**config.mk**
```make
export PLATFORM = sky130hd
export DESIGN_NAME = fpu_addsub_pipe
export DESIGN_NICKNAME = d
export VERILOG_FILES = /design/src/rtl/fpu_addsub_pipe.sv
export SDC_FILE = /design/constraint.sdc
export NUM_CORES = 1
export LEC_CHECK = 0
export ABC_AREA = 1
export BUFFER_PORTS_ARGS = -buffer_cell sky130_fd_sc_hd__clkbuf_2
export CAP_MARGIN = 10
export CELL_PAD_IN_SITES_DETAIL_PLACEMENT = 0
export CELL_PAD_IN_SITES_GLOBAL_PLACEMENT = 2
export CORE_MARGIN = 8
export CORE_UTILIZATION = 39
export DETAILED_ROUTE_END_ITERATION = 10
export PLACE_DENSITY_LB_ADDON = 0.1
export SETUP_SLACK_MARGIN = 0.5
export SLEW_MARGIN = 15
export SYNTH_ARGS = -nofsm -noshare
export SYNTH_HDL_FRONTEND = slang
export SYNTH_SLANG_ARGS = --single-unit
export TNS_END_PERCENT = 10
```
**constraint.sdc**
```tcl
create_clock -name clk -period 16.45 [get_ports clk]
set_clock_uncertainty 0.1 [all_clocks]
set_input_delay 3.29 -clock clk [delete_from_list [all_inputs] [get_ports clk]]
set_output_delay 3.29 -clock clk [all_outputs]
set_load 0.03 [all_outputs]
```
**src/rtl/fpu_addsub_pipe.sv**
```systemverilog
// ---------------------------------------------------------------------------
// fpu_addsub_pipe
//   Fully pipelined floating-point adder/subtractor with generic exponent and
//   mantissa widths (fp16 by default). One operation per cycle, four register
//   stages, subnormal support, full leading-zero normalisation, and
//   invalid / overflow / inexact flags.
//
// Build option:
//   FPU_ADDSUB_RNE_EN defined   : round-to-nearest-even, overflow gives +/-inf.
//   FPU_ADDSUB_RNE_EN undefined : truncation, overflow saturates to max finite.
//   Latency is the same in both builds.
//
// Ports:
//   clk, rst                 clock, synchronous active-high reset
//   in_valid / in_ready      operation handshake (op_sub, a, b, in_tag)
//   op_sub                   0: a+b, 1: a-b
//   a, b                     packed operands {sign, exp, man}
//   in_tag                   opaque tag carried with the operation
//   out_valid / out_ready    result handshake (result, out_tag, flags)
//   result                   packed sum/difference
//   out_tag                  tag of the operation producing result
//   flag_invalid             NaN operand or inf-inf
//   flag_overflow            finite operands rounded past the largest finite
//   flag_inexact             rounding discarded nonzero bits
//
// Handshake: a transfer happens on a rising edge where valid and ready are
// both high. A result held with out_valid=1 and out_ready=0 is a stall that
// freezes every stage (in_ready=0) and keeps result/out_tag/flags stable.
// Bubbles travel through the pipe and are never collapsed.
// ---------------------------------------------------------------------------
module fpu_addsub_pipe #(
  parameter int EXP_W = 5,
  parameter int MAN_W = 10,
  parameter int TAG_W = 4
) (
  input  logic                     clk,
  input  logic                     rst,
  input  logic                     in_valid,
  output logic                     in_ready,
  input  logic                     op_sub,
  input  logic [EXP_W+MAN_W:0]     a,
  input  logic [EXP_W+MAN_W:0]     b,
  input  logic [TAG_W-1:0]         in_tag,
  output logic                     out_valid,
  input  logic                     out_ready,
  output logic [EXP_W+MAN_W:0]     result,
  output logic [TAG_W-1:0]         out_tag,
  output logic                     flag_invalid,
  output logic                     flag_overflow,
  output logic                     flag_inexact
);

  localparam int W   = 1 + EXP_W + MAN_W;
  localparam int FW  = MAN_W + 4;            // significand + guard/round/sticky
  localparam int SW  = MAN_W + 5;            // frame plus carry-out bit
  localparam int LZW = $clog2(SW + 1);
  localparam int CW  = ((LZW > EXP_W) ? LZW : EXP_W) + 1;

  localparam logic [EXP_W-1:0] EXP_ONES = {EXP_W{1'b1}};
  localparam logic [W-1:0]     QNAN     = {1'b0, EXP_ONES, 1'b1, {(MAN_W-1){1'b0}}};

  function automatic logic [LZW-1:0] f_lzc(input logic [SW-1:0] v);
    logic [LZW-1:0] n;
    logic           done;
    n    = '0;
    done = 1'b0;
    for (int i = SW - 1; i >= 0; i--) begin
      if (!done) begin
        if (v[i]) done = 1'b1;
        else      n = n + LZW'(1);
      end
    end
    return n;
  endfunction

  logic w_adv;
  assign w_adv    = ~(out_valid & ~out_ready);
  assign in_ready = w_adv;

  // ---------------- S1: unpack, classify, swap ----------------
  logic             w_sa, w_sb, w_swap;
  logic [EXP_W-1:0] w_ea, w_eb, w_ea_eff, w_eb_eff;
  logic [MAN_W-1:0] w_ma, w_mb;
  logic [MAN_W:0]   w_siga, w_sigb;
  logic             w_a_nan, w_b_nan, w_a_inf, w_b_inf;
  logic             w_inv1, w_spec1;
  logic [W-1:0]     w_spec_res1;

  assign w_sa     = a[W-1];
  assign w_sb     = b[W-1] ^ op_sub;
  assign w_ea     = a[W-2:MAN_W];
  assign w_eb     = b[W-2:MAN_W];
  assign w_ma     = a[MAN_W-1:0];
  assign w_mb     = b[MAN_W-1:0];
  assign w_a_nan  = (w_ea == EXP_ONES) & (|w_ma);
  assign w_b_nan  = (w_eb == EXP_ONES) & (|w_mb);
  assign w_a_inf  = (w_ea == EXP_ONES) & ~(|w_ma);
  assign w_b_inf  = (w_eb == EXP_ONES) & ~(|w_mb);
  // Subnormals: hidden bit 0, effective exponent 1.
  assign w_ea_eff = (w_ea == '0) ? EXP_W'(1) : w_ea;
  assign w_eb_eff = (w_eb == '0) ? EXP_W'(1) : w_eb;
  assign w_siga   = {|w_ea, w_ma};
  assign w_sigb   = {|w_eb, w_mb};
  // {exp,man} as an unsigned integer orders magnitudes directly.
  assign w_swap   = (b[W-2:0] > a[W-2:0]);
  assign w_inv1   = w_a_nan | w_b_nan | (w_a_inf & w_b_inf & (w_sa != w_sb));
  assign w_spec1  = w_inv1 | w_a_inf | w_b_inf;
  assign w_spec_res1 = w_inv1  ? QNAN :
                       w_a_inf ? {w_sa, EXP_ONES, {MAN_W{1'b0}}} :
                                 {w_sb, EXP_ONES, {MAN_W{1'b0}}};

  logic             r1_valid, r1_sx, r1_sub, r1_zsign, r1_spec, r1_inv;
  logic [EXP_W-1:0] r1_ex, r1_ey;
  logic [MAN_W:0]   r1_mx, r1_my;
  logic [W-1:0]     r1_spec_res;
  logic [TAG_W-1:0] r1_tag;

  // ---------------- S2: align smaller operand ----------------
  logic [EXP_W-1:0] w_d;
  logic [31:0]      w_dc;
  logic [2*FW-1:0]  w_yext;
  logic [FW-1:0]    w_yal;

  assign w_d = r1_ex - r1_ey;
  always_comb begin
    w_dc = 32'(w_d);
    if (w_dc > 32'(FW)) w_dc = 32'(FW);
  end
  // Bits shifted into the lower half are ORed into the sticky position.
  assign w_yext = {r1_my, 3'b000, {FW{1'b0}}} >> w_dc;
  assign w_yal  = {w_yext[2*FW-1:FW+1], |w_yext[FW:0]};

  logic             r2_valid, r2_sx, r2_sub, r2_zsign, r2_spec, r2_inv;
  logic [EXP_W-1:0] r2_ex;
  logic [FW-1:0]    r2_mx, r2_my;
  logic [W-1:0]     r2_spec_res;
  logic [TAG_W-1:0] r2_tag;

  // ---------------- S3: add/subtract, leading-zero count ----------------
  logic [SW-1:0]  w_sum;
  // |X| >= |Y| guarantees the difference never goes negative.
  assign w_sum = r2_sub ? ({1'b0, r2_mx} - {1'b0, r2_my})
                        : ({1'b0, r2_mx} + {1'b0, r2_my});

  logic             r3_valid, r3_sx, r3_zsign, r3_spec, r3_inv;
  logic [EXP_W-1:0] r3_ex;
  logic [SW-1:0]    r3_sum;
  logic [LZW-1:0]   r3_lzc;
  logic [W-1:0]     r3_spec_res;
  logic [TAG_W-1:0] r3_tag;

  // ---------------- S4: normalise, round, pack ----------------
  logic             w_carry, w_zero, w_g, w_r, w_s, w_up, w_ovf, w_hid;
  logic [CW-1:0]    w_req, w_lim, w_sh;
  logic [FW-1:0]    w_nrm;
  logic [EXP_W:0]   w_enrm, w_efin;
  logic [MAN_W:0]   w_mant;
  logic [MAN_W+1:0] w_mant_r;
  logic [MAN_W-1:0] w_mfield;
  logic [W-1:0]     w_res;
  logic             w_f_inv, w_f_ovf, w_f_inx;

  assign w_carry = r3_sum[SW-1];
  assign w_zero  = (r3_sum == '0);
  // Left shift by lzc-1, but never take the exponent below 1.
  assign w_req   = CW'(r3_lzc) - CW'(1);
  assign w_lim   = CW'(r3_ex) - CW'(1);
  assign w_sh    = (w_req < w_lim) ? w_req : w_lim;
  assign w_nrm   = w_carry ? {r3_sum[SW-1:2], r3_sum[1] | r3_sum[0]}
                           : (r3_sum[FW-1:0] << w_sh);
  assign w_enrm  = w_carry ? ({1'b0, r3_ex} + (EXP_W+1)'(1))
                           : ({1'b0, r3_ex} - (EXP_W+1)'(w_sh));
  assign w_mant  = w_nrm[FW-1:3];
  assign w_g     = w_nrm[2];
  assign w_r     = w_nrm[1];
  assign w_s     = w_nrm[0];
`ifdef FPU_ADDSUB_RNE_EN
  assign w_up    = w_g & (w_r | w_s | w_mant[0]);
`else
  assign w_up    = 1'b0;
`endif
  assign w_mant_r = {1'b0, w_mant} + (MAN_W+2)'(w_up);
  assign w_efin   = w_mant_r[MAN_W+1] ? (w_enrm + (EXP_W+1)'(1)) : w_enrm;
  // Hidden bit absent after normalisation means a subnormal (exp field 0).
  assign w_hid    = w_mant_r[MAN_W+1] | w_mant_r[MAN_W];
  assign w_mfield = w_mant_r[MAN_W+1] ? w_mant_r[MAN_W:1] : w_mant_r[MAN_W-1:0];
  assign w_ovf    = (w_efin >= {1'b0, EXP_ONES});

  always_comb begin
    w_res   = {r3_sx, (w_hid ? w_efin[EXP_W-1:0] : {EXP_W{1'b0}}), w_mfield};
    w_f_inv = 1'b0;
    w_f_ovf = 1'b0;
    w_f_inx = w_g | w_r | w_s;
    if (r3_spec) begin
      w_res   = r3_spec_res;
      w_f_inv = r3_inv;
      w_f_inx = 1'b0;
    end else if (w_zero) begin
      w_res   = {r3_zsign, {(W-1){1'b0}}};
      w_f_inx = 1'b0;
    end else if (w_ovf) begin
`ifdef FPU_ADDSUB_RNE_EN
      w_res   = {r3_sx, EXP_ONES, {MAN_W{1'b0}}};
`else
      w_res   = {r3_sx, EXP_ONES - EXP_W'(1), {MAN_W{1'b1}}};
`endif
      w_f_ovf = 1'b1;
      w_f_inx = 1'b1;
    end
  end

  logic             r_out_valid, r_inv, r_ovf, r_inx;
  logic [W-1:0]     r_result;
  logic [TAG_W-1:0] r_out_tag;

  always_ff @(posedge clk) begin
    if (rst) begin
      r1_valid    <= 1'b0;
      r2_valid    <= 1'b0;
      r3_valid    <= 1'b0;
      r_out_valid <= 1'b0;
      r_result    <= '0;
      r_out_tag   <= '0;
      r_inv       <= 1'b0;
      r_ovf       <= 1'b0;
      r_inx       <= 1'b0;
    end else if (w_adv) begin
      r1_valid    <= in_valid;
      r1_sx       <= w_swap ? w_sb : w_sa;
      r1_ex       <= w_swap ? w_eb_eff : w_ea_eff;
      r1_ey       <= w_swap ? w_ea_eff : w_eb_eff;
      r1_mx       <= w_swap ? w_sigb : w_siga;
      r1_my       <= w_swap ? w_siga : w_sigb;
      r1_sub      <= w_sa ^ w_sb;
      // An exact zero is -0 only when both effective operands are negative.
      r1_zsign    <= w_sa & w_sb;
      r1_spec     <= w_spec1;
      r1_inv      <= w_inv1;
      r1_spec_res <= w_spec_res1;
      r1_tag      <= in_tag;

      r2_valid    <= r1_valid;
      r2_sx       <= r1_sx;
      r2_ex       <= r1_ex;
      r2_mx       <= {r1_mx, 3'b000};
      r2_my       <= w_yal;
      r2_sub      <= r1_sub;
      r2_zsign    <= r1_zsign;
      r2_spec     <= r1_spec;
      r2_inv      <= r1_inv;
      r2_spec_res <= r1_spec_res;
      r2_tag      <= r1_tag;

      r3_valid    <= r2_valid;
      r3_sx       <= r2_sx;
      r3_ex       <= r2_ex;
      r3_sum      <= w_sum;
      r3_lzc      <= f_lzc(w_sum);
      r3_zsign    <= r2_zsign;
      r3_spec     <= r2_spec;
      r3_inv      <= r2_inv;
      r3_spec_res <= r2_spec_res;
      r3_tag      <= r2_tag;

      r_out_valid <= r3_valid;
      if (r3_valid) begin
        r_result  <= w_res;
        r_out_tag <= r3_tag;
        r_inv     <= w_f_inv;
        r_ovf     <= w_f_ovf;
        r_inx     <= w_f_inx;
      end
    end
  end

  assign out_valid     = r_out_valid;
  assign result        = r_result;
  assign out_tag       = r_out_tag;
  assign flag_invalid  = r_inv;
  assign flag_overflow = r_ovf;
  assign flag_inexact  = r_inx;

endmodule

```
==> impl_metrics.json <==
{
  "status": "finished, final reports clean",
  "die_h_um": 176,
  "slew_violations": 0,
  "nFillCells": 2598,
  "htree_levels": 4,
  "critical_path.top_delay_family": "buffers and inverters",
  "tns_ns": 0,
  "peakVddDrop_mv": 0.0557,
  "overflow": 0,
  "cp_slowest_cell": "nor2_1",
  "drive_above_1_share_pct": 10.8,
  "holdCritStartpoint": "r2_ex[2]",
  "max_stage_delay_ns": 0.39,
  "port_buffers": 65,
  "fin_crit_ns": 7.54,
  "crit_required_ns": 13.06,
  "max-clock-path-buffers": 2,
  "syn-instance-count": 1309,
  "antenna_cells": 0,
  "powerDensity_nw_per_um2": 146,
  "final_cells": 1709,
  "synth_area_um2": 10000,
  "dp_cells": 1677,
  "yosysWarnings": 0,
  "rows": 58,
  "core_um2": 25200,
  "p_comb_share_pct": 46.0,
  "seqCellArea_um2": 4080,
  "place_area_um2": 10700,
  "first_pass_iters": 5,
  "critPathLaunch": "out_ready",
  "die_w_um": 176,
  "vias": 8269,
  "post_cts_buffers": 0,
  "crit_top_cell": "clkbuf_2",
  "worstSkewPairLatency_ns": 0.43,
  "grt_pass1_vias": 8296,
  "power_frac_clock_pct": 24.3,
  "ys_seq_area_share_pct": 40.8,
  "cts_buffers": 17,
  "critical_path_peak_fanout": 7,
  "dieArea_um2": 31000,
  "fin_nets": 1477,
  "syn2layout_area_growth_pct": 13.0,
  "place.gp.congestion": 0.814,
  "rsz0062_at_grt": "no",
  "maxCapViolCount": 0,
  "vias_per_cell": 4.84,
  "cts_tree": "built",
  "end_kind": "primary output",
  "leakagePower_nw": 5.41,
  "synth.distinct_cells": 51,
  "drt_first_iter_violations": 394,
  "finalWirelength_um": 24100,
  "synth-async-reset-ratio_pct": 0,
  "antenna_found_initial": 0,
  "final_antenna_net_count": 0,
  "postSynthAreaPerCell_um2": 7.65,
  "worst_pin_slew_ns": 0.837,
  "dp_hpwl_um": 19200,
  "multiInputGateArea_um2": 5000,
  "routedWlPerCell_um": 14.1,
  "synth-edff-count": 118,
  "cts.sinks": 145,
  "cp.buffers_inverters": 3,
  "finalSetupViolCount": 0,
  "grt_pass1_wl_um": 40600,
  "start_kind": "input port",
  "post-route-period-util_pct": 45.9,
  "intPower_mw": 0.914,
  "ys_ff_latch": 145,
  "clkTransAtPathRegs_ns": 0.06,
  "synthFlopType": "edfxtp_1",
  "power_frac_seq_pct": 29.6,
  "start_util_pct": 39.7,
  "cts_resized": 0,
  "syn-num-nets": 1420,
  "swShare_pct": 44.7,
  "cts.hold.buffers_added": 0,
  "hold_viol": 0,
  "cts_root_buffer": "clkbuf_16",
  "p_switching_mw": 0.739,
  "hp-class": "reg -> reg",
  "crit_type": "in -> out",
  "relSlewSlack_pct": 44.2,
  "grt_max_degree": 67,
  "io_pins": 66,
  "arrival_ns": 4.15,
  "path_cells": "clkbuf_2 -> nor2_1 -> inv_1 -> clkbuf_2",
  "fin_area_um2": 11300,
  "drc": 0,
  "max_freq_ghz": 0.133,
  "r2r_start": "r2_mx[8]",
  "grtUsageTotal_pct": 16.0
}
==> placed cells by master, fill, tap and decap left out, types with 27 or more instances in the layout <==
cell and count:
nor2_1 96, nand2_1 341, clkbuf_2 65, nand3_1 82
o21ai_0 124, ha_1 67, edfxtp_1 118, dfxtp_1 27
inv_1 188, a21oi_1 46
==> cells in the mapped netlist, types with 7 or more instances <==
cell type	number	area share, %
dfxtp_1	27	5.4
inv_1	188	7.1
nand2_2	7	0.44
nor3_1	14	0.70
xnor2_1	8	0.70
o21ai_0	125	6.3
ha_1	67	8.4
xor2_1	16	1.4
clkbuf_1	29	1.1
a31oi_1	13	0.81
nor4_1	7	0.44
o21ai_1	7	0.35
nand4_1	18	1.1
nand2_1	341	13
nor2_1	97	3.6
a21oi_1	46	2.3
inv_2	18	0.68
edfxtp_1	118	35
nand3_1	82	4.1
==> stage by stage <==
stage	utilization (%)	power [mW]	hold WS, ns	setup slack [ns]
CTS	44.9	1.67	0.317	8.92
global placement	42.4	1.26	0.300	8.94
detailed placement	42.4	1.26	0.305	8.93
finish	44.9	1.65	0.320	8.91
floorplan	-	1.07	0.300	7.34
global route	44.9	1.81	0.327	8.64
==> sequential cells by signal (all words and copies together), names as in the netlist, 2 cells and up <==
| register | count |
|---|---|
| r3_tag | 4 |
| r3_ex | 5 |
| out_tag | 4 |
| r1_ey | 5 |
| r2_mx | 11 |
| r2_tag | 4 |
| r1_my | 11 |
| r3_sum | 15 |
| r2_ex | 5 |
| r1_spec_res | 2 |
| result | 16 |
| r1_tag | 4 |
| r2_spec_res | 2 |
| r3_spec_res | 2 |
| r3_lzc | 4 |
| r1_ex | 5 |
| r2_my | 14 |
| r1_mx | 11 |
==> kinds of logic (layout without fill, tap and decap cells) <==
kind of cell    after synthesis  in the layout  synth area share, %
compound gates              227            227                 12.5
flops                       145            145                 40.8
buf+inv                     246            316                 9.30
fa+ha+maj                    70             70                 8.98
mux                           4              4                0.400
simple gates                593            593                 26.0
xor+xnor                     24             24                 2.10
==> metal layers <==
layer | vias to the layer above | share of wire (%) | global-route usage [%]
li1 | 4451 | - | -
met4 | 0 | 1.7 | 4.80
met3 | 23 | 2.4 | 2.88
met2 | 101 | 47 | 27.2
met1 | 3694 | 49 | 20.4
met5 | - | 0 | 0
==> area by class of cell <==
cell class,instances,share of cell area [%]
clock buffer,17,3.76
sequential,145,36.1
clock inverter,15,1.80
multi-input combinational,918,44.2
inverter,211,7.01
tap,330,3.65
timing repair buffer,73,3.41
==> power groups by stage <==
| stage | Sequential (mW) | Combinational (mW) | Clock, mW |
|---|---|---|---|
| detailed placement | 0.498 | 0.762 | 0 |
| global placement | 0.497 | 0.767 | 0 |
| global route | 0.496 | 0.888 | 0.427 |
| floorplan | 0.494 | 0.577 | 0 |
| finish | 0.490 | 0.761 | 0.402 |
| CTS | 0.490 | 0.765 | 0.414 |
==> path summary, 6_finish.rpt <==
kind	to	slack, ns	cells past startpoint
max	in_ready	8.91	4
min	r3_ex[2]	0.32	0
max reg2reg	r3_lzc[2]	9.41	51
min reg2reg	r3_ex[2]	0.32	0
No activity file was read; power rests on OpenSTA's default activity.
